### config.mk
export PLATFORM = sky130hd
export DESIGN_NAME = rst_seq_ctrl
export DESIGN_NICKNAME = d
export VERILOG_FILES = /design/src/rtl/rst_seq_ctrl.sv
export SDC_FILE = /design/constraint.sdc
export NUM_CORES = 1
export LEC_CHECK = 0
export ABC_AREA = 0
export CORE_UTILIZATION = 55
export CTS_BUF_LIST = sky130_fd_sc_hd__clkbuf_4 sky130_fd_sc_hd__clkbuf_8
export DETAILED_ROUTE_END_ITERATION = 6
export DONT_BUFFER_PORTS = 1
export PLACE_DENSITY = 0.8
export SETUP_SLACK_MARGIN = 0.5
export SLEW_MARGIN = 20
export SYNTH_ARGS = -nofsm -noshare
export SYNTH_HDL_FRONTEND = slang
export SYNTH_SLANG_ARGS = --single-unit
### constraint.sdc
create_clock -name CLK -period 2.1 [get_ports CLK]
set_input_delay 0.63 -clock CLK [delete_from_list [all_inputs] [get_ports CLK]]
set_output_delay 0.63 -clock CLK [all_outputs]
set_load 0.02 [all_outputs]
### src/rtl/rst_seq_ctrl.sv
// Reset sequencer: releases NUM_DOMAINS reset lines one by one, each gated by
// the previous domain's ack, with a watchdog that forces everything back into reset.
module rst_seq_ctrl #(
  parameter int NUM_DOMAINS = 4,
  parameter int DLY_W       = 8,
  parameter int HOLD_CYCLES = 16,
  parameter int TIMEOUT     = 255
) (
  input  logic                           CLK,
  input  logic                           RST,
  input  logic                           SW_RST_REQ,
  input  logic [DLY_W-1:0]               DLY_CFG,
  input  logic [NUM_DOMAINS-1:0]         ACK,
  output logic [NUM_DOMAINS-1:0]         RST_OUT,
  output logic                           SEQ_DONE,
  output logic                           SEQ_ERR,
  output logic [$clog2(NUM_DOMAINS)-1:0] CUR_STAGE
);

  localparam int STG_W  = $clog2(NUM_DOMAINS);
  localparam int HOLD_W = $clog2(HOLD_CYCLES + 1);
  localparam int TO_W   = $clog2(TIMEOUT + 1);
  localparam int CNT_A  = (DLY_W > HOLD_W) ? DLY_W : HOLD_W;
  // One counter serves hold, gap and ack-timeout, so it must fit the widest of the three.
  localparam int CNT_W  = (CNT_A > TO_W) ? CNT_A : TO_W;

  localparam logic [CNT_W-1:0] CNT_ONE   = CNT_W'(1);
  localparam logic [CNT_W-1:0] CNT_ZERO  = CNT_W'(0);
  localparam logic [CNT_W-1:0] HOLD_LAST = CNT_W'(HOLD_CYCLES - 1);
  localparam logic [CNT_W-1:0] TO_LAST   = CNT_W'(TIMEOUT - 1);
  localparam logic [STG_W-1:0] STG_ONE   = STG_W'(1);
  localparam logic [STG_W-1:0] STG_ZERO  = STG_W'(0);
  localparam logic [STG_W-1:0] STG_LAST  = STG_W'(NUM_DOMAINS - 1);

  localparam logic [2:0] ST_HOLD     = 3'd0;
  localparam logic [2:0] ST_GAP      = 3'd1;
  localparam logic [2:0] ST_WAIT_ACK = 3'd2;
  localparam logic [2:0] ST_RUN      = 3'd3;
  localparam logic [2:0] ST_FAULT    = 3'd4;

  logic [2:0]             state_r,   state_s;
  logic [CNT_W-1:0]       cnt_r,     cnt_s;
  logic [DLY_W-1:0]       dly_r,     dly_s;
  logic [NUM_DOMAINS-1:0] rst_out_r, rst_out_s;
  logic                   done_r,    done_s;
  logic                   err_r,     err_s;
  logic [STG_W-1:0]       stage_r,   stage_s;

  // Next-state and next-output computation for the sequencer FSM.
  always_comb begin
    state_s   = state_r;
    cnt_s     = cnt_r;
    dly_s     = dly_r;
    rst_out_s = rst_out_r;
    done_s    = done_r;
    err_s     = err_r;
    stage_s   = stage_r;
    if (SW_RST_REQ) begin
      state_s   = ST_HOLD;
      cnt_s     = CNT_ZERO;
      rst_out_s = {NUM_DOMAINS{1'b1}};
      done_s    = 1'b0;
      err_s     = 1'b0;
      stage_s   = STG_ZERO;
    end else begin
      case (state_r)
        ST_HOLD: begin
          rst_out_s = {NUM_DOMAINS{1'b1}};
          done_s    = 1'b0;
          if (cnt_r == HOLD_LAST) begin
            dly_s   = DLY_CFG;
            stage_s = STG_ZERO;
            cnt_s   = CNT_ZERO;
            state_s = ST_GAP;
          end else begin
            cnt_s = cnt_r + CNT_ONE;
          end
        end
        ST_GAP: begin
          if (cnt_r == CNT_W'(dly_r)) begin
            rst_out_s[stage_r] = 1'b0;
            cnt_s              = CNT_ZERO;
            state_s            = ST_WAIT_ACK;
          end else begin
            cnt_s = cnt_r + CNT_ONE;
          end
        end
        ST_WAIT_ACK: begin
          if (ACK[stage_r]) begin
            cnt_s = CNT_ZERO;
            if (stage_r == STG_LAST) begin
              state_s = ST_RUN;
              done_s  = 1'b1;
            end else begin
              stage_s = stage_r + STG_ONE;
              state_s = ST_GAP;
            end
          end else if (cnt_r == TO_LAST) begin
            rst_out_s = {NUM_DOMAINS{1'b1}};
            err_s     = 1'b1;
            cnt_s     = CNT_ZERO;
            state_s   = ST_FAULT;
          end else begin
            cnt_s = cnt_r + CNT_ONE;
          end
        end
        ST_RUN: begin
          rst_out_s = {NUM_DOMAINS{1'b0}};
          done_s    = 1'b1;
        end
        ST_FAULT: begin
          rst_out_s = {NUM_DOMAINS{1'b1}};
          done_s    = 1'b0;
          err_s     = 1'b1;
        end
        default: begin
          // An illegal encoding restarts the sequence from a fully-reset state.
          state_s   = ST_HOLD;
          cnt_s     = CNT_ZERO;
          rst_out_s = {NUM_DOMAINS{1'b1}};
          done_s    = 1'b0;
          err_s     = 1'b0;
          stage_s   = STG_ZERO;
        end
      endcase
    end
  end

  // State and output registers with asynchronous reset.
  always_ff @(posedge CLK or posedge RST) begin
    if (RST) begin
      state_r   <= ST_HOLD;
      cnt_r     <= CNT_ZERO;
      dly_r     <= {DLY_W{1'b0}};
      rst_out_r <= {NUM_DOMAINS{1'b1}};
      done_r    <= 1'b0;
      err_r     <= 1'b0;
      stage_r   <= STG_ZERO;
    end else begin
      state_r   <= state_s;
      cnt_r     <= cnt_s;
      dly_r     <= dly_s;
      rst_out_r <= rst_out_s;
      done_r    <= done_s;
      err_r     <= err_s;
      stage_r   <= stage_s;
    end
  end

  assign RST_OUT   = rst_out_r;
  assign SEQ_DONE  = done_r;
  assign SEQ_ERR   = err_r;
  assign CUR_STAGE = stage_r;

endmodule

## Word level (Yosys, flattened, before mapping)

Cells that the tools add are included.

- Input port bits: 15
- ROM bits: 0
- Bits in latches: 0
- Output and inout bits: 8
- Word-level logic and storage cells: 80
- Bits in registers: 27
- Memories kept: 0
- Memory bits (writable): 0

- Reduce and logical (&&, ||, !) cells: 11
- Shift-type cells: 0
- Div/mod/pow operators: 0
- Mux-type cells: 35
- Add/subtract/negate cells: 2
- Bitwise operators: 3
- Multiply operators: 0
- Equal/unequal tests: 20
- Magnitude comparators: 2

Operator list:

| operator | count |
|---|---|
| two-way mux 8 bit | 5 |
| one-hot mux 8 bit (4 select lines) | 1 |
| != test 3 bit, second input constant | 7 |
| two-way mux 4 bit | 4 |
| two-way mux 3 bit | 5 |
| one-hot mux 3 bit (4 select lines) | 1 |
| one-hot mux 4 bit (3 select lines) | 1 |
| AND reduction 3 bit | 4 |
| two-way mux 2 bit | 5 |
| adder 8 x 1 -> 8 bit, second input constant | 1 |
| == test 8 x 4 -> 1 bit, second input constant | 1 |
| == test 8 bit | 1 |
| == test 8 bit, second input constant | 1 |
| two-way mux 1 bit | 8 |
| AND reduction 4 bit | 2 |
| == test 3 x 2 -> 1 bit, second input constant | 2 |
| != test 2 x 1 -> 1 bit, second input constant | 3 |
| one-hot mux 1 bit (3 select lines) | 2 |
| one-hot mux 2 bit (3 select lines) | 1 |
| OR reduction 3 bit | 2 |
| bitwise AND 4 bit | 1 |
| != test 4 bit, second input constant | 1 |
| inverter 4 bit | 1 |
| == test 3 x 1 -> 1 bit, second input constant | 1 |
| other kinds (12) | 12 |

## Longest topological paths before layout

Gate-level depths: netlist of run 1.

- Depth after elaboration: 9
- Gate-level depth with buffers: 7
- Mapped depth without buffers: 7

## Worst setup path after synthesis of run 1

Ideal clock, no wire load.

- Kind: input to register
- Start point: in ACK[3]
- End point: reg rst_out_r[0], in the netlist RST_OUT[0]
- Path slack: 112 ps
- Data arrival time: 1905 ps
- Path buffers: 0
- Cell stages on the path: 4
- Cell sequence: mux4_2 > o21a_1 > or2_1 > a221o_1

- Longest elaborated chain between the ends: 4

Ends and longest elaborated chain:

| what | line | RTL |
|---|---|---|
| start, declared | 13 | `input logic [NUM_DOMAINS-1:0] ACK,` |
| binary-select mux 1 bit (select 2 bit) | 89 | `if (ACK[stage_r]) begin` |
| two-way mux 1 bit (not written as such) | 89 |  |
| != test 3 bit (no line) | n/a |  |
| AND reduction 3 bit (no line) | n/a |  |
| end signal, assigned | 135 | `rst_out_r <= {NUM_DOMAINS{1'b1}};` |
| end signal, assigned | 143 | `rst_out_r <= rst_out_s;` |
| end, declared | 44 | `logic [NUM_DOMAINS-1:0] rst_out_r, rst_out_s;` |

No other way between the ends. The select of a mux whose other input is x is not followed.
A chain may end at the register's enable or synchronous reset.

## Worst setup path in the final report of run 1

- Start point: reg cnt_r[6]
- End point: reg state_r[2]

- Longest elaborated chain between the ends: 3
- Elaborated cells on any way between the ends: 7
- Classes of those cells: 6 x eq/ne; 1 x reduce/logical

Ends and longest elaborated chain:

| what | line | RTL |
|---|---|---|
| start, declared | 42 | `logic [CNT_W-1:0] cnt_r, cnt_s;` |
| start signal, assigned | 141 | `cnt_r <= cnt_s;` |
| == test 8 bit, or another cell as far along | 98 | `end else if (cnt_r == TO_LAST) begin` |
| != test 4 bit (no line) / != test 3 bit (equally long branches) | n/a |  |
| AND reduction 4 bit (no line) * | n/a |  |
| end signal, assigned | 140 | `state_r <= state_s;` |
| end, declared | 41 | `logic [2:0] state_r, state_s;` |

Every way passes the cells marked *; elsewhere a longest branch is shown, timed or not.

==> results of run 1 <==
flip-flops by register name, summed over array words and instances (netlist names):
signal / cells
dly_r: 8
CUR_STAGE: 2
state_r: 3
SEQ_DONE: 1
RST_OUT: 4
SEQ_ERR: 1
cnt_r: 8
final cells by class:
cell class	instances	area, um^2	area share
timing repair buffer	23	173	0.0890
multi-input combinational	123	998	0.515
sequential	27	684	0.353
clock inverter	1	5.00	0.00258
tap	31	38.8	0.0200
inverter	5	18.8	0.00967
clock buffer	3	22.5	0.0116
layout by cell type (no fill, tap or decap), drive strengths merged, types with 3 or more instances in the layout:
master,instances
a31oi,6
o21ai,5
nor2,9
and2,4
nor3,6
nor4,3
a21oi,5
nand2,16
clkbuf,3
a221o,4
inv,5
dfrtp,23
xor2,11
nand3,4
nor2b,4
mux2,11
dfstp,4
ha,6
buf,23
or2,3
where the power goes:
part / internal, uW / switching [uW]
Clock: 71.8 / 161
Sequential: 625 / 124
Combinational: 403 / 469
worst max-delay path by stage:
| stage | start | to | slack (ns) |
|---|---|---|---|
| after floorplan | ACK[3] | RST_OUT[0] | 0.16 |
| after global placement | cnt_r[0] | RST_OUT[0] | 0.08 |
| after detailed placement | ACK[3] | cnt_r[2] | -0.008 |
| after CTS | cnt_r[7] | state_r[1] | 0.11 |
| after global routing | cnt_r[6] | state_r[2] | 0.06 |
| final | cnt_r[6] | state_r[2] | 0.11 |
cells by family (layout without fill, tap and decap cells):
| logic type | Yosys count | after routing | share of synthesized area |
|---|---|---|---|
| buffers and inverters | 11 | 32 | 0.0290 |
| muxes | 13 | 13 | 0.100 |
| xor gates and xnor gates | 11 | 11 | 0.0589 |
| AOI/OAI and AO/OA | 34 | 34 | 0.157 |
| adders and majority gates | 6 | 6 | 0.0459 |
| and+or+nand+nor | 59 | 59 | 0.193 |
| DFF | 27 | 27 | 0.416 |
layer usage:
layer / vias to the layer above / part of all wire / global-route usage
met5: - / 0 / 0
met4: 0 / 0.018 / 0.118
met3: 9 / 0.071 / 0.0438
met2: 67 / 0.50 / 0.417
met1: 665 / 0.41 / 0.331
li1: 623 / - / -
worst reg2reg max path: stages, from the launching register on:
cell                      delay (ns)
sky130_fd_sc_hd__dfrtp_2        0.44
sky130_fd_sc_hd__or4_4          0.56
sky130_fd_sc_hd__nor2_4         0.18
sky130_fd_sc_hd__o31ai_4        0.11
sky130_fd_sc_hd__a211o_4        0.31
sky130_fd_sc_hd__mux2_4         0.31
through the flow:
step	instances	setup TNS, ns	hold WS (ns)
4_1_cts	211	0	0.211
3_5_place_dp	199	-0.00754	0.519
2_1_floorplan	161	0	0.499
5_1_grt	213	0	0.230
3_3_place_gp	199	0	0.508
6_report	213	0	0.211
repair_timing:
item | 4_1_cts | 5_1_grt
resized for setup | 12 | 6
cloned | 0 | 0
setup endpoints to repair | 26 | 30
hold buffers | 0 | 0
pin swaps | 4 | 2
buffers inserted | 8 | 2
==> run summary, run 1 <==
====================================================================================
Cell at the slowest stage of the critical path                          sky130_fd_sc_hd__or4_4
Critical path class                                                     flop to flop
Crit-path leading delay family                                          simple AND/OR/NAND/NOR gates
Register area share after synthesis                                            0.416
Post-synth EDFFs                                                                   0
Post-synth top area share                                                      0.352
Worst r2r path cells                                                               5
Via count of the first global-routing pass                                     1,382
Final Max Tran Viols                                                               0
Top cell type by total area after synthesis                             sky130_fd_sc_hd__dfrtp_1
Share of cells above drive strength 1                                          0.363
Count of TritonRoute iterations in the first routing pass                          4
Post-route minimum period                                                    1.99 ns
Crit Reg-Reg Endpoint                                                     state_r[2]
Predominant post-synthesis flop cell                                    sky130_fd_sc_hd__dfrtp_1
Total via count after detailed routing                                         1,364
Area growth from synthesis to layout                                           18.6%
Syn avg cell area                                                          10.2 um^2
Bufs on Longest Clock Path                                                         2
Number of storage elements in the synthesis netlist                               27
Final wirelength                                                             3790 um
Std-Cell Core Area                                                         2780 um^2
WP buf/inv                                                                         0
Residual antenna-violating net count after detailed routing                        0
Number of distinct library cells after synthesis                                  47
Port-buffer cells                                                                  0
Standard-cell row count                                                           19
Final HPWL from detailed placement                                           2610 um
Number of I/O pins                                                                23
Worst clock skew on the final layout                                      0.00621 ns
Clock slew seen by the registers of the worst setup and hold paths           0.15 ns
Final number of hold-violating endpoints                                           0
Area enclosed by the die boundary                                          3200 um^2
Number of standard cells after synthesis                                         161
Vias per Instance                                                               6.40
Part of the cycle the worst path needs                                         0.950
Finish-stage setup viols                                                           0
DRC violation count after routing                                                  0
Net count after synthesis                                                        182
Static Leakage                                                           0.000942 uW
Cell at the root of the clock tree                                      sky130_fd_sc_hd__clkbuf_4
Antenna violations before repair                                                   0
Result of the run                                                       finished clean
Crit start category                                                             flop
Source of the worst register-to-register timing path                        cnt_r[6]
Place WS                                                                 -0.00754 ns
Cell Pwr Density                                                         955 nW/um^2
Clock tree from TritonCTS                                                       done
Wire length per cell                                                         17.8 um
Max-capacitance violation count                                                    0
Number of warnings issued by yosys                                                 0
Die Y                                                                        56.6 um
Summed instance area of the synthesized netlist                            1640 um^2
Final critical-path setup slack                                             0.106 ns
Top area cells in the synthesized netlist                               sky130_fd_sc_hd__dfrtp_1 35%, sky130_fd_sc_hd__dfstp_2 6.4%, sky130_fd_sc_hd__mux2_2 6.2%
First DRT Iteration DRCs                                                          51
Remaining global-route overflow                                                    0
Gr usage total                                                                 0.255
Total number of clock tree sinks                                                  27
Power, Total                                                                 1850 uW
Largest net degree at the start of global routing                                 28
Number of CTS-inserted buffers                                                     3
Worst ir drop on vdd                                                          855 uV
Most common cell in the netlist                                         sky130_fd_sc_hd__dfrtp_1
Relative slew slack                                                            0.683
Worst endpoint data arrival time                                             2.23 ns
Die width                                                                    56.6 um
Final layout net count                                                           204
Worst endpoint required time                                                 2.34 ns
CP peak stage delay                                                          0.55 ns
Top cells by count, synth                                               23 x sky130_fd_sc_hd__dfrtp_1, 16 x sky130_fd_sc_hd__nand2_1, 11 x sky130_fd_sc_hd__xor2_1
Initial Utilization                                                            0.588
Worst slew pin tran                                                         0.472 ns
Unrepaired setup endpoints after global routing                                 true
Source-to-sink clock delay at the later pin of the worst-skew pair           0.34 ns
Kind of capture point of the worst setup path                                   flop
Max Freq                                                                   0.501 GHz
Count of filler cells inserted in the layout                                     203
Proportion of synthesized flip-flops having asynchronous set or reset           1.00
Final non-filler cell area                                                 1940 um^2
Setup slack, reg-to-reg                                                      0.11 ns
Cell-by-cell listing of the critical path                               or4_4, nor2_4, o31ai_4, a211o_4, mux2_4
Routability Congestion                                                         0.890
Global-route wire length before repair                                       6220 um
Standard cell area after detailed placement                                1770 um^2
Stages on the worst setup path                                                     5
Number of antenna repair diodes                                                    0
Clock H-tree levels                                                                1
Min-delay worst type                                                    input pin to asynchronous set/reset pin
Critical path fanouts, max                                                         4
Share of the core filled with cells in the final layout                        0.698
====================================================================================
(Power assumes the default switching activity.)
==> run 2, diff against run 1 <==
--- a/config.mk
+++ b/config.mk
@@ -10,7 +10,7 @@
 export CTS_BUF_LIST = sky130_fd_sc_hd__clkbuf_4 sky130_fd_sc_hd__clkbuf_8
 export DETAILED_ROUTE_END_ITERATION = 6
 export DONT_BUFFER_PORTS = 1
-export PLACE_DENSITY = 0.8
+export PLACE_DENSITY = 0.7
 export SETUP_SLACK_MARGIN = 0.5
 export SLEW_MARGIN = 20
 export SYNTH_ARGS = -nofsm -noshare
==> run 2 against run 1 <==
Against the previous run: via count is 0.88% higher; clock skew fell by 0.0016 ns; combinational power grew 8.0%; clock power rose by 5%; non-clock buffer count up 5; sequential share of layout area down 1.4 points; fmax down 0.64%; clock-buffer cell count did not move; final area up 3.9%; hold slack lost 0.058 ns; first-iteration DRC count grew 67%; setup slack lost 0.013 ns.
==> run summary, run 2 (synthesized netlist as in run 1, its figures left out) <==
=================================================================================
Result of the run                                                    finished clean   unchanged
Final Max Tran Viols                                                            0   unchanged
Worst endpoint data arrival time                                          2.25 ns   was 2.23 ns
Place WS                                                                0.0102 ns   was -0.00754 ns
Static Leakage                                                        0.000958 uW   was 0.000942 uW
Worst slew pin tran                                                      0.481 ns   was 0.472 ns
Wire length per cell                                                      18.7 um   was 17.8 um
Final layout net count                                                        209   was 204
Final wirelength                                                          4070 um   was 3790 um
DRC violation count after routing                                               0   unchanged
Routability Congestion                                                      0.919   was 0.890
Clock slew seen by the registers of the worst setup and hold paths        0.16 ns   was 0.15 ns
Critical path fanouts, max                                                      4   unchanged
Die Y                                                                     56.6 um   unchanged
Vias per Instance                                                            6.31   was 6.40
Source-to-sink clock delay at the later pin of the worst-skew pair        0.34 ns   about the same
Quantity of hold-fixing buffers added after cts                                 0   unchanged
Number of CTS-inserted buffers                                                  3   unchanged
Worst endpoint required time                                              2.35 ns   was 2.34 ns
Standard-cell row count                                                        19   unchanged
Worst clock skew on the final layout                                   0.00461 ns   was 0.00621 ns
Finish-stage setup viols                                                        0   unchanged
Cell Pwr Density                                                      950 nW/um^2   was 955 nW/um^2
Min-delay worst type                                                 input pin to asynchronous set/reset pin   unchanged
Clock H-tree levels                                                             1   unchanged
Antenna violations before repair                                                0   unchanged
Clock tree from TritonCTS                                                    done   unchanged
Total number of clock tree sinks                                               27   unchanged
Area growth from synthesis to layout                                        23.2%   was 18.6%
Worst ir drop on vdd                                                       925 uV   was 855 uV
Max-capacitance violation count                                                 0   unchanged
Critical path class                                                  flop to flop   unchanged
Max Freq                                                                0.498 GHz   was 0.501 GHz
Residual antenna-violating net count after detailed routing                     0   unchanged
Share of the core filled with cells in the final layout                     0.725   was 0.698
Post-route minimum period                                                 2.01 ns   was 1.99 ns
Area enclosed by the die boundary                                       3200 um^2   unchanged
Number of antenna repair diodes                                                 0   unchanged
Cells after DPL                                                               200   was 199
Part of the cycle the worst path needs                                      0.956   was 0.950
Remaining global-route overflow                                                 0   unchanged
Bufs on Longest Clock Path                                                      2   unchanged
WP buf/inv                                                                      0   unchanged
Cell at the slowest stage of the critical path                       sky130_fd_sc_hd__or4_4   unchanged
Global-route wire length before repair                                    6310 um   was 6220 um
Die width                                                                 56.6 um   unchanged
Number of I/O pins                                                             23   unchanged
Most common library cell in the layout ignoring fill and taps        sky130_fd_sc_hd__buf_4   unchanged
Gr usage total                                                              0.261   was 0.255
CP peak stage delay                                                       0.55 ns   about the same
Count of TritonRoute iterations in the first routing pass                       4   unchanged
Cell-by-cell listing of the critical path                            or4_4, nor2_4, o31ai_4, a211o_4, mux2_4   unchanged
Std-Cell Core Area                                                      2780 um^2   unchanged
Relative slew slack                                                         0.677   was 0.683
Share of cells above drive strength 1                                       0.385   was 0.363
Port-buffer cells                                                               0   unchanged
Kind of capture point of the worst setup path                                flop   unchanged
Final TNS setup                                                              0 ns   unchanged
Final HPWL from detailed placement                                        2620 um   was 2610 um
First DRT Iteration DRCs                                                       85   was 51
Final critical-path setup slack                                         0.0926 ns   was 0.106 ns
Largest net degree at the start of global routing                              17   was 28
Cell at the root of the clock tree                                   sky130_fd_sc_hd__clkbuf_4   unchanged
Unrepaired setup endpoints after global routing                              true   unchanged
Initial Utilization                                                         0.588   unchanged
Final number of hold-violating endpoints                                        0   unchanged
Via count of the first global-routing pass                                  1,353   was 1,382
Final hold slack                                                         0.154 ns   was 0.211 ns
Post-Layout Cell Count                                                        218   was 213
Crit start category                                                          flop   unchanged
Commonest cells after routing, fill and taps aside                   23 x sky130_fd_sc_hd__buf_4, 21 x sky130_fd_sc_hd__dfrtp_1, 15 x sky130_fd_sc_hd__nand2_1   was 23 x sky130_fd_sc_hd__buf_4, 20 x sky130_fd_sc_hd__dfrtp_1, 15 x sky130_fd_sc_hd__nand2_1
Crit-path leading delay family                                       simple AND/OR/NAND/NOR gates   unchanged
Total via count after detailed routing                                      1,376   was 1,364
=================================================================================
[run 2: cell types whose count changed in the layout (fill, tap and decap cells not counted), sizes merged]
cell,previous run,this run
buf,23,28
clkinv,1,0
clkinvlp,0,1
[run 2: timing repair]
action / in CTS / in global routing
setup buffers: 11 / 3
setup endpoints to repair: 30 / 32
gates resized for setup: 19 / 7
pin swaps: 7 / 5
endpoints found under the hold margin: 0 / 0
[run 2: path summary, 6_finish.rpt]
| check | from | to | slack, ns | cells past startpoint |
|---|---|---|---|---|
| setup / recovery | cnt_r[6] | state_r[1] | 0.09 | 5 |
| hold / removal | RST | CUR_STAGE[1] | 0.15 | 1 |
| setup reg to reg | cnt_r[6] | state_r[1] | 0.09 | 5 |
| hold reg to reg | dly_r[5] | dly_r[5] | 0.55 | 1 |
| max in group asynchronous | RST | cnt_r[0] | 1.34 | 2 |
| min in group CLK | SW_RST_REQ | SEQ_ERR | 0.32 | 1 |
[run 2: where the power goes]
part / switching, uW / internal [uW] / total (uW)
Clock: 171 / 73.2 / 245
Combinational: 503 / 438 / 942
Sequential: 106 / 624 / 730
Total: 781 / 1140 / 1920
[run 2: cell type report]
cell class | instances | area, um^2
flip-flops and latches | 27 | 683
multi-input cells | 123 | 1020
repair buffers | 28 | 229
inverters | 5 | 18.8
clock buffers | 3 | 22.5
clock inverters | 1 | 7.51
well taps | 31 | 38.8
fillers | 197 | 766
[run 2: through the flow]
| step | area, um^2 | total power (uW) |
|---|---|---|
| 2_1_floorplan | 1660 | 1270 |
| 3_3_place_gp | 1770 | 1450 |
| 3_5_place_dp | 1770 | 1470 |
| 4_1_cts | 1960 | 1840 |
| 5_1_grt | 2020 | 2010 |
| 6_report | 2020 | 1920 |
[run 2: routing by layer]
| metal | global-route usage | wire (um) |
|---|---|---|
| met5 | 0 | 0 |
| met4 | 0.101 | 101 |
| met3 | 0.0346 | 306 |
| met2 | 0.424 | 1950 |
| met1 | 0.354 | 1710 |
==> run 3, diff against run 2 <==
--- a/config.mk
+++ b/config.mk
@@ -6,13 +6,12 @@
 export NUM_CORES = 1
 export LEC_CHECK = 0
 export ABC_AREA = 0
-export CORE_UTILIZATION = 55
+export CORE_UTILIZATION = 50
 export CTS_BUF_LIST = sky130_fd_sc_hd__clkbuf_4 sky130_fd_sc_hd__clkbuf_8
 export DETAILED_ROUTE_END_ITERATION = 6
 export DONT_BUFFER_PORTS = 1
-export PLACE_DENSITY = 0.7
+export PLACE_DENSITY = 0.65
 export SETUP_SLACK_MARGIN = 0.5
-export SLEW_MARGIN = 20
 export SYNTH_ARGS = -nofsm -noshare
 export SYNTH_HDL_FRONTEND = slang
 export SYNTH_SLANG_ARGS = --single-unit
==> run 3 against run 2 <==
Against the previous run: combinational power decreased by 3.1%; critical path depth increased by 2; hold slack improved by 0.030 ns; non-clock buffer count decreased by 4; final area increased by 0.25%; setup slack improved by 0.033 ns; via count decreased by 5.0%; first-iteration DRC count decreased by 24%; fmax increased by 1.7%; core utilization decreased by 6.8 points; global-route usage decreased by 3.2 points; clock-buffer cell count unchanged.
==> run summary, run 3 (synthesized netlist as in run 1, its figures left out) <==
=================================================================================
Kind of capture point of the worst setup path                                flop   unchanged
Wire length per cell                                                      16.2 um   was 18.7 um
DRC violation count after routing                                               0   unchanged
Worst endpoint required time                                              2.33 ns   was 2.35 ns
Remaining global-route overflow                                                 0   unchanged
Number of antenna repair diodes                                                 0   unchanged
Die Y                                                                     59.2 um   was 56.6 um
Result of the run                                                    finished clean   unchanged
Crit start category                                                          flop   unchanged
Via count of the first global-routing pass                                  1,288   was 1,353
Initial Utilization                                                         0.532   was 0.588
Total via count after detailed routing                                      1,307   was 1,376
Final wirelength                                                          3680 um   was 4070 um
Count of filler cells inserted in the layout                                  252   was 197
Worst clock skew on the final layout                                    0.0298 ns   was 0.00461 ns
Worst slew pin tran                                                      0.535 ns   was 0.481 ns
Antenna violations before repair                                                0   unchanged
Relative slew slack                                                         0.641   was 0.677
Critical path class                                                  flop to flop   unchanged
Unrepaired setup endpoints after global routing                              true   unchanged
Max Freq                                                                0.507 GHz   was 0.498 GHz
Number of I/O pins                                                             23   unchanged
Post-route minimum period                                                 1.97 ns   was 2.01 ns
Vias per Instance                                                            5.76   was 6.31
Cell at the root of the clock tree                                   sky130_fd_sc_hd__clkbuf_4   unchanged
Worst endpoint data arrival time                                          2.21 ns   was 2.25 ns
Area enclosed by the die boundary                                       3510 um^2   was 3200 um^2
Part of the cycle the worst path needs                                      0.940   was 0.956
Min-delay worst type                                                 input pin to asynchronous set/reset pin   unchanged
Most common library cell in the layout ignoring fill and taps        sky130_fd_sc_hd__dfrtp_1   was sky130_fd_sc_hd__buf_4
Finish-stage setup viols                                                        0   unchanged
Clock H-tree levels                                                             1   unchanged
Count of TritonRoute iterations in the first routing pass                       4   unchanged
Sequential cell area in the final layout                                 683 um^2   unchanged
Largest net degree at the start of global routing                              28   was 17
Crit Reg-Reg Endpoint                                                  state_r[1]   unchanged
Setup slack, reg-to-reg                                                   0.13 ns   was 0.09 ns
Final layout net count                                                        205   was 209
Clock tree from TritonCTS                                                    done   unchanged
Standard cell area after detailed placement                             1800 um^2   was 1770 um^2
Source of the worst register-to-register timing path                     cnt_r[0]   was cnt_r[6]
Final number of hold-violating endpoints                                        0   unchanged
Max-capacitance violation count                                                 0   unchanged
Static Leakage                                                        0.000938 uW   was 0.000958 uW
Routability Congestion                                                      0.861   was 0.919
Final TNS setup                                                              0 ns   unchanged
Die width                                                                 59.2 um   was 56.6 um
Standard-cell row count                                                        20   was 19
Number of CTS-inserted buffers                                                  3   unchanged
Gr usage total                                                              0.229   was 0.261
First DRT Iteration DRCs                                                       65   was 85
Share of cells above drive strength 1                                       0.383   was 0.385
Global-route wire length before repair                                    5980 um   was 6310 um
Worst ir drop on vdd                                                       539 uV   was 925 uV
Area growth from synthesis to layout                                        23.5%   was 23.2%
Worst r2r path cells                                                            7   was 5
Final non-filler cell area                                              2020 um^2   about the same
Final HPWL from detailed placement                                        2500 um   was 2620 um
Quantity of hold-fixing buffers added after cts                                 0   unchanged
Critical path fanouts, max                                                      4   unchanged
Multi-input gate area                                                   1030 um^2   was 1020 um^2
Source-to-sink clock delay at the later pin of the worst-skew pair        0.35 ns   was 0.34 ns
Port-buffer cells                                                               0   unchanged
Residual antenna-violating net count after detailed routing                     0   unchanged
Cell Pwr Density                                                      948 nW/um^2   was 950 nW/um^2
Bufs on Longest Clock Path                                                      2   unchanged
Final Max Tran Viols                                                            0   unchanged
Commonest cells after routing, fill and taps aside                   21 x sky130_fd_sc_hd__dfrtp_1, 19 x sky130_fd_sc_hd__buf_4, 15 x sky130_fd_sc_hd__nand2_1   was 23 x sky130_fd_sc_hd__buf_4, 21 x sky130_fd_sc_hd__dfrtp_1, 15 x sky130_fd_sc_hd__nand2_1
Clock slew seen by the registers of the worst setup and hold paths        0.18 ns   was 0.16 ns
Std-Cell Core Area                                                      3080 um^2   was 2780 um^2
Total number of clock tree sinks                                               27   unchanged
=================================================================================
## run 3: layout make-up
type	instances	share of cell area
timing repair buffer	24	0.0985
sequential	27	0.338
inverter	5	0.00929
tap	44	0.0272
clock buffer	3	0.0111
clock inverter	1	0.00433
multi-input combinational	123	0.511
## run 3: worst max path at each step
stage | start | end | slack (ns) | cells after the start
3_3_place_gp | ACK[3] | cnt_r[2] | 0.09 | 5
6_report | cnt_r[0] | state_r[1] | 0.13 | 7
3_5_place_dp | ACK[3] | cnt_r[0] | 0.07 | 5
4_1_cts | cnt_r[7] | state_r[1] | 0.10 | 5
2_1_floorplan | ACK[3] | RST_OUT[0] | 0.16 | 4
5_1_grt | cnt_r[4] | state_r[1] | 0.10 | 5
## run 3: power breakdown
| part | internal (uW) | leakage, uW | switching, uW |
|---|---|---|---|
| Combinational | 423 | 0.000564 | 490 |
| Clock | 77.8 | 0.0000183 | 178 |
| Sequential | 624 | 0.000356 | 124 |
## run 3: per-layer routing
layer	global-route usage	vias up	part of all wire
met5	0	-	0
met3	0.0328	6	0.032
li1	-	629	-
met2	0.347	35	0.47
met4	0.0816	0	0.014
met1	0.334	637	0.48
## run 3: through the flow
step	setup slack [ns]	power (uW)	std cells	utilization	hold slack, ns
5_1_grt	0.103	2030	227	0.657	0.194
3_5_place_dp	0.0721	1490	214	0.584	0.516
2_1_floorplan	0.162	1270	161	-	0.499
4_1_cts	0.103	1830	225	0.630	0.194
3_3_place_gp	0.0866	1460	214	0.584	0.510
6_report	0.126	1920	227	0.657	0.184
## run 3: worst max-delay path, cell delays in order (launching register included)
cell and delay (ns):
sky130_fd_sc_hd__dfrtp_1 0.44, sky130_fd_sc_hd__buf_6 0.14, sky130_fd_sc_hd__xor2_1 0.14, sky130_fd_sc_hd__nor4_1 0.27
sky130_fd_sc_hd__buf_4 0.17, sky130_fd_sc_hd__a21boi_2 0.06, sky130_fd_sc_hd__a211o_4 0.34, sky130_fd_sc_hd__mux2_4 0.30
## run 3: repair_timing
item / 4_1_cts / 5_1_grt
setup endpoints to repair: 30 / 31
buffers inserted: 7 / 2
pin swaps: 5 / 11
gates resized for setup: 13 / 15
endpoints found under the hold margin: 0 / 0
==> variant 1, RTL diff (settings of run 2) <==
Reset style: synchronous (`RST`), changed in one clocked block. Comments in the files are not updated.
--- a/src/rtl/rst_seq_ctrl.sv
+++ b/src/rtl/rst_seq_ctrl.sv
@@ -127,7 +127,7 @@
   end
 
   // State and output registers with asynchronous reset.
-  always_ff @(posedge CLK or posedge RST) begin
+  always_ff @(posedge CLK) begin
     if (RST) begin
       state_r   <= ST_HOLD;
       cnt_r     <= CNT_ZERO;
Check against the original RTL: same outputs for any inputs over 10 cycles, from zero or initial values and one cycle with RST high; that may be too few to reach the edited logic, so the function may still have changed.
==> variant 1 against run 2 <==
Area after synthesis decreased by 12%. Setup slack gained 0.22 ns. Core utilization shrank 0.60 points. Cell area down 12%. Non-clock buffer count down 8. Sequential cell count unchanged. Sequential share of layout area decreased by 2.7 points. Wire length fell by 14%.
Power is not compared: it rests on default switching activity, and its combinational part moved more than twofold at a synthesized area within 25%.
==> variant 1: results (changes against run 2) <==
[outcome]
status = completed

[layout]
fin_cells = 208  ; -4.6%
diodes = 0  ; unchanged
n_fill_cell = 215  ; +9.1%
drive_above_1_share = 0.354  ; -0.0311

[setup_path]
slowest_delay_ns = 0.53  ; -0.02 ns
cp_data_arrival_time_ns = 2.04  ; -0.21 ns
crit_slowest_cell = or4_4
cp_max_fo = 8  ; +4
cp_top_family = simple AND/OR/NAND/NOR gates

[synth]
yosys_warnings = 0  ; unchanged
synthDistinctLibCells = 39  ; -17%
netlist_top_cells_count = dfxtp_1, nor2_1, xnor2_1, mux2i_1, o21ai_0
ys_top_cells_by_area = dfxtp_1, xnor2_1, mux2i_1, nor2_1, ha_1
syn_avg_cell_area_um2 = 9.01  ; -11%
postSynthNetCount = 181  ; -0.55%
async_flop_share = 0  ; -1.00
yosys.area.top_type = dfxtp_1
seq_area_frac_synth = 0.375  ; -0.0409

[power]
switchingPower_uw = 190
vdd_drop_max_mv = 0.403
p_leak_uw = 0.000683

[cts]
clock_latency_ns = 0.34  ; about the same
clk_path_buf_depth = 2  ; unchanged
cts.clk_slew.worst_paths_ns = 0.16  ; about the same
h-tree-depth = 1  ; unchanged
cts_root_buf = clkbuf_4
cts_buffers = 3  ; unchanged

[grt]
grt_pass1_vias = 1269  ; -6.2%
grt_max_degree = 16  ; -1
antenna_found_initial = 0  ; unchanged
grt_pass1_wl_um = 5310  ; -16%
grt.total_usage = 0.260  ; -0.000561

[detailed_routing]
drtIter0Drc = 25  ; -71%
viasPerCell = 6.11  ; -3.2%
firstDrtPassIters = 4  ; unchanged
drt-total-wl_um = 3500  ; -14%

[sta]
maxSlewHeadroom = 0.795  ; +0.118
skew_ns = 0.00690  ; +0.00229 ns

[place]
io_buffers = 0  ; unchanged
pre_cts_ws_ns = 0.0882  ; +0.0780 ns
place.gp.congestion = 0.794  ; -14%
dpl.cell_count = 195  ; -2.5%
hpwl_um = 2410  ; -7.9%

[hold_path]
min_path_type = input port to flop

-- variant 1: changes by cell type in the layout (fill, tap and decap cells not counted), sizes merged, moves of 4 or more --
cell   before  now
xnor2       0   12
mux2i       1    9
nor3        6    2
a31oi       6    2
xor2       11    2
dfxtp       0   27
dfstp       4    0
nand2      16    6
mux2       11    0
nor2        9   24
dfrtp      23    0
buf        28   20
-- variant 1: path summary, 6_finish.rpt --
path | start | end | slack [ns] | cells past startpoint
setup / recovery | cnt_r[5] | dly_r[5] | 0.31 | 4
hold reg to reg | dly_r[4] | dly_r[4] | 0.54 | 2
setup reg to reg | cnt_r[5] | dly_r[5] | 0.31 | 4
hold / removal | RST | dly_r[3] | 0.33 | 1
-- variant 1: cell type report --
cell class              count  area [um2]  area share
clock inverters             1        5.00     0.00281
inverters                   4        15.0     0.00843
clock buffers               3        22.5      0.0126
repair buffers             20         178      0.0998
flip-flops and latches     27         556       0.312
multi-input cells         123         967       0.543
well taps                  30        37.5      0.0211
-- variant 1: cells by family after synthesis --
group           count (synthesis)  share of synthesized area
compound gates                 32                      0.165
flops                          27                      0.375
buf+inv                        10                     0.0286
fa+ha+maj                       6                     0.0521
mux                            10                     0.0781
xor+xnor                       14                     0.0851
simple gates                   61                      0.216
-- variant 1: repair_timing --
item,4_1_cts,5_1_grt
hold buffers,0,0
endpoints found under the setup margin,26,26
gates resized for setup,24,18
pin swaps,5,10
buffers inserted,4,5
-- variant 1: layer usage --
layer / up-vias / GRT usage / wire, um
met5: - / 0 / 0
met4: 0 / 0.0877 / 53
met3: 8 / 0.0431 / 187
met2: 47 / 0.506 / 1830
met1: 608 / 0.277 / 1420
li1: 608 / - / -
-- variant 1: metrics by stage --
step           hold WS [ns]  cell area, um2
2_1_floorplan         0.485            1470
3_3_place_gp          0.500            1550
3_5_place_dp          0.514            1550
4_1_cts               0.334            1680
5_1_grt               0.322            1780
6_report              0.334            1780
-- variant 1: power groups by stage --
stage               Clock, uW  Combinational, uW  Sequential (uW)
floorplan                   0               24.3              528
global placement            0               28.9              527
global route              252               48.0              516
finish                    238               44.2              516
CTS                       239               36.2              516
detailed placement          0               29.7              528
==> variant 2, RTL diff (config.mk and constraints of run 2) <==
Made on the original files. Set the parameter `NUM_DOMAINS` to 2 (it was 4).
--- a/src/rtl/rst_seq_ctrl.sv
+++ b/src/rtl/rst_seq_ctrl.sv
@@ -1,7 +1,7 @@
 // Reset sequencer: releases NUM_DOMAINS reset lines one by one, each gated by
 // the previous domain's ack, with a watchdog that forces everything back into reset.
 module rst_seq_ctrl #(
-  parameter int NUM_DOMAINS = 4,
+  parameter int NUM_DOMAINS = 2,
   parameter int DLY_W       = 8,
   parameter int HOLD_CYCLES = 16,
   parameter int TIMEOUT     = 255
Interface: changed (resized ACK, CUR_STAGE and RST_OUT); port bits go from 23 to 18. No check against the original RTL was run, so the function may have changed too.
==> variant 2 against run 2 <==
Sequential cell count fell by 3. Power up 2.1%. Sequential power fell by 2%. Wire length down 7.5%. Cell area fell by 2.4%. Setup slack improved by 0.29 ns. Global-route usage is 0.67 points higher. Critical path depth up 2. Clock power is 7% lower. Area after synthesis shrank 8.9%. Largest cell class unchanged. Largest power group unchanged.
==> variant 2: results (changes against run 2) <==
[outcome]
status = completed

[cts]
h-tree-depth = 1  ; unchanged
clock_latency_ns = 0.32  ; -0.02 ns
cts_root_buf = clkbuf_4
cts.clk_slew.worst_paths_ns = 0.14  ; -0.02 ns
cts_buffers = 3  ; unchanged

[power]
swShare = 0.425  ; +0.0171
p_leak_uw = 0.000872  ; -9.0%
vdd_drop_max_mv = 0.886  ; -4.2%

[grt]
grt.total_usage = 0.268  ; +0.00668
antenna_found_initial = 0  ; unchanged
grt_pass1_vias = 1135  ; -16%
grt_max_degree = 25  ; +8
grt_pass1_wl_um = 5460  ; -13%

[synth]
async_flop_share = 1.00  ; unchanged
synth_edf_count = 0  ; unchanged
synth_top_area_frac = 0.369  ; +0.0174
yosys_most_used_dff = dfrtp_1
seq_area_frac_synth = 0.404  ; -0.0115
postSynthNetCount = 167  ; -8.2%
netlist_top_cells_count = dfrtp_1, nor2_1, nand2_1, mux2_2, xor2_1
ys_top_cells_by_area = dfrtp_1, mux2_2, xor2_1, dfstp_2, nor2_1
synthDistinctLibCells = 45  ; -4.3%

[sta]
setup_tns_ns = 0  ; unchanged
maxSlewHeadroom = 0.781  ; +0.104
skew_ns = 0.0109  ; +0.00633 ns

[setup_path]
r2r_slack_ns = 0.38  ; +0.29 ns
cp_data_arrival_time_ns = 1.92  ; -0.33 ns
rr_worst_depth = 7  ; +2
start_kind = flop
endpoint = cnt_r[6]
r2r_start = cnt_r[1]
cp_max_fo = 5  ; +1

[hold_path]
min_path_type = input port to asynchronous set/reset pin

[layout]
nets = 187  ; -11%
diodes = 0  ; unchanged
reg_top3 = cnt_r (8), dly_r (8), state_r (3)
drive_above_1_share = 0.526  ; +0.141

[place]
hpwl_um = 2190  ; -17%
io_buffers = 0  ; unchanged
place.gp.congestion = 0.937  ; +1.9%

[detailed_routing]
drc_errors = 0  ; unchanged
wl_per_cell_um = 18.7  ; +0.35%
firstDrtPassIters = 4  ; unchanged
num_vias = 1276  ; -7.3%
drtIter0Drc = 42  ; -51%

[variant 2: cell count changes in the layout (fill, tap and decap cells not counted), moves of 6 or more]
cell,run 2,this run
dfrtp_1,21,10
dfrtp_2,2,12
xor2_1,11,1
mux2_2,9,2
nor2_1,5,12
xor2_2,0,7
a31oi_1,6,0
ha_1,6,0
[variant 2: final cells by class]
| class | count | area (um2) |
|---|---|---|
| well taps | 30 | 37.5 |
| repair buffers | 23 | 180 |
| multi-input cells | 113 | 1070 |
| flip-flops and latches | 24 | 618 |
| fillers | 156 | 556 |
| inverters | 7 | 26.3 |
| clock buffers | 4 | 30.0 |
[variant 2: worst min path at each step]
stage,start,to,slack (ns),cells past startpoint
2_1_floorplan,dly_r[5],dly_r[5],0.50,1
3_3_place_gp,dly_r[1],dly_r[1],0.51,1
3_5_place_dp,dly_r[3],dly_r[3],0.51,1
4_1_cts,RST,dly_r[4],0.23,2
5_1_grt,RST,dly_r[4],0.26,2
6_report,RST,dly_r[4],0.21,2
[variant 2: logic make-up (layout without fill, tap and decap cells)]
kind of cell | Yosys count | count (layout) | share of synthesized area
xor gates and xnor gates | 9 | 9 | 0.0529
buffers and inverters | 17 | 34 | 0.0663
AOI/OAI and AO/OA | 33 | 35 | 0.174
muxes | 9 | 9 | 0.0755
and+or+nand+nor | 58 | 58 | 0.211
DFF | 24 | 24 | 0.404
adders and majority gates | 2 | 2 | 0.0168
[variant 2: what timing repair did]
item	4_1_cts	5_1_grt
gates cloned	2	0
resized for setup	36	17
buffers inserted	9	9
pin swaps	11	10
setup endpoints to repair	22	22
[variant 2: critical path, cell delays in order (launching register included)]
cell and delay [ns]:
dfrtp_2 0.45, buf_4 0.14, ha_4 0.12, and3_4 0.21, nand2_4 0.07, a22o_4 0.30, o2111ai_2 0.18, o211ai_1 0.13
[variant 2: metrics by stage]
stage                     setup WS [ns]  std cells  area, um2
after floorplan                   0.415        152       1580
after global placement            0.240        177       1550
after detailed placement          0.187        177       1550
after CTS                         0.443        192       1820
after global routing              0.240        201       1970
final                             0.380        201       1970
[variant 2: layer usage]
metal,part of all wire,vias up,global-route usage,wire length [um]
li1,-,589,-,-
met1,0.42,613,0.370,1580
met5,0,-,0,0
met2,0.49,60,0.416,1850
met4,0.022,0,0.0940,82
met3,0.067,14,0.0508,252
[variant 2: power groups by stage]
stage	Sequential (uW)	Combinational, uW	Clock (uW)
floorplan	638	592	0
global placement	704	582	0
detailed placement	710	593	0
CTS	726	823	227
global route	731	1080	239
finish	715	1010	228
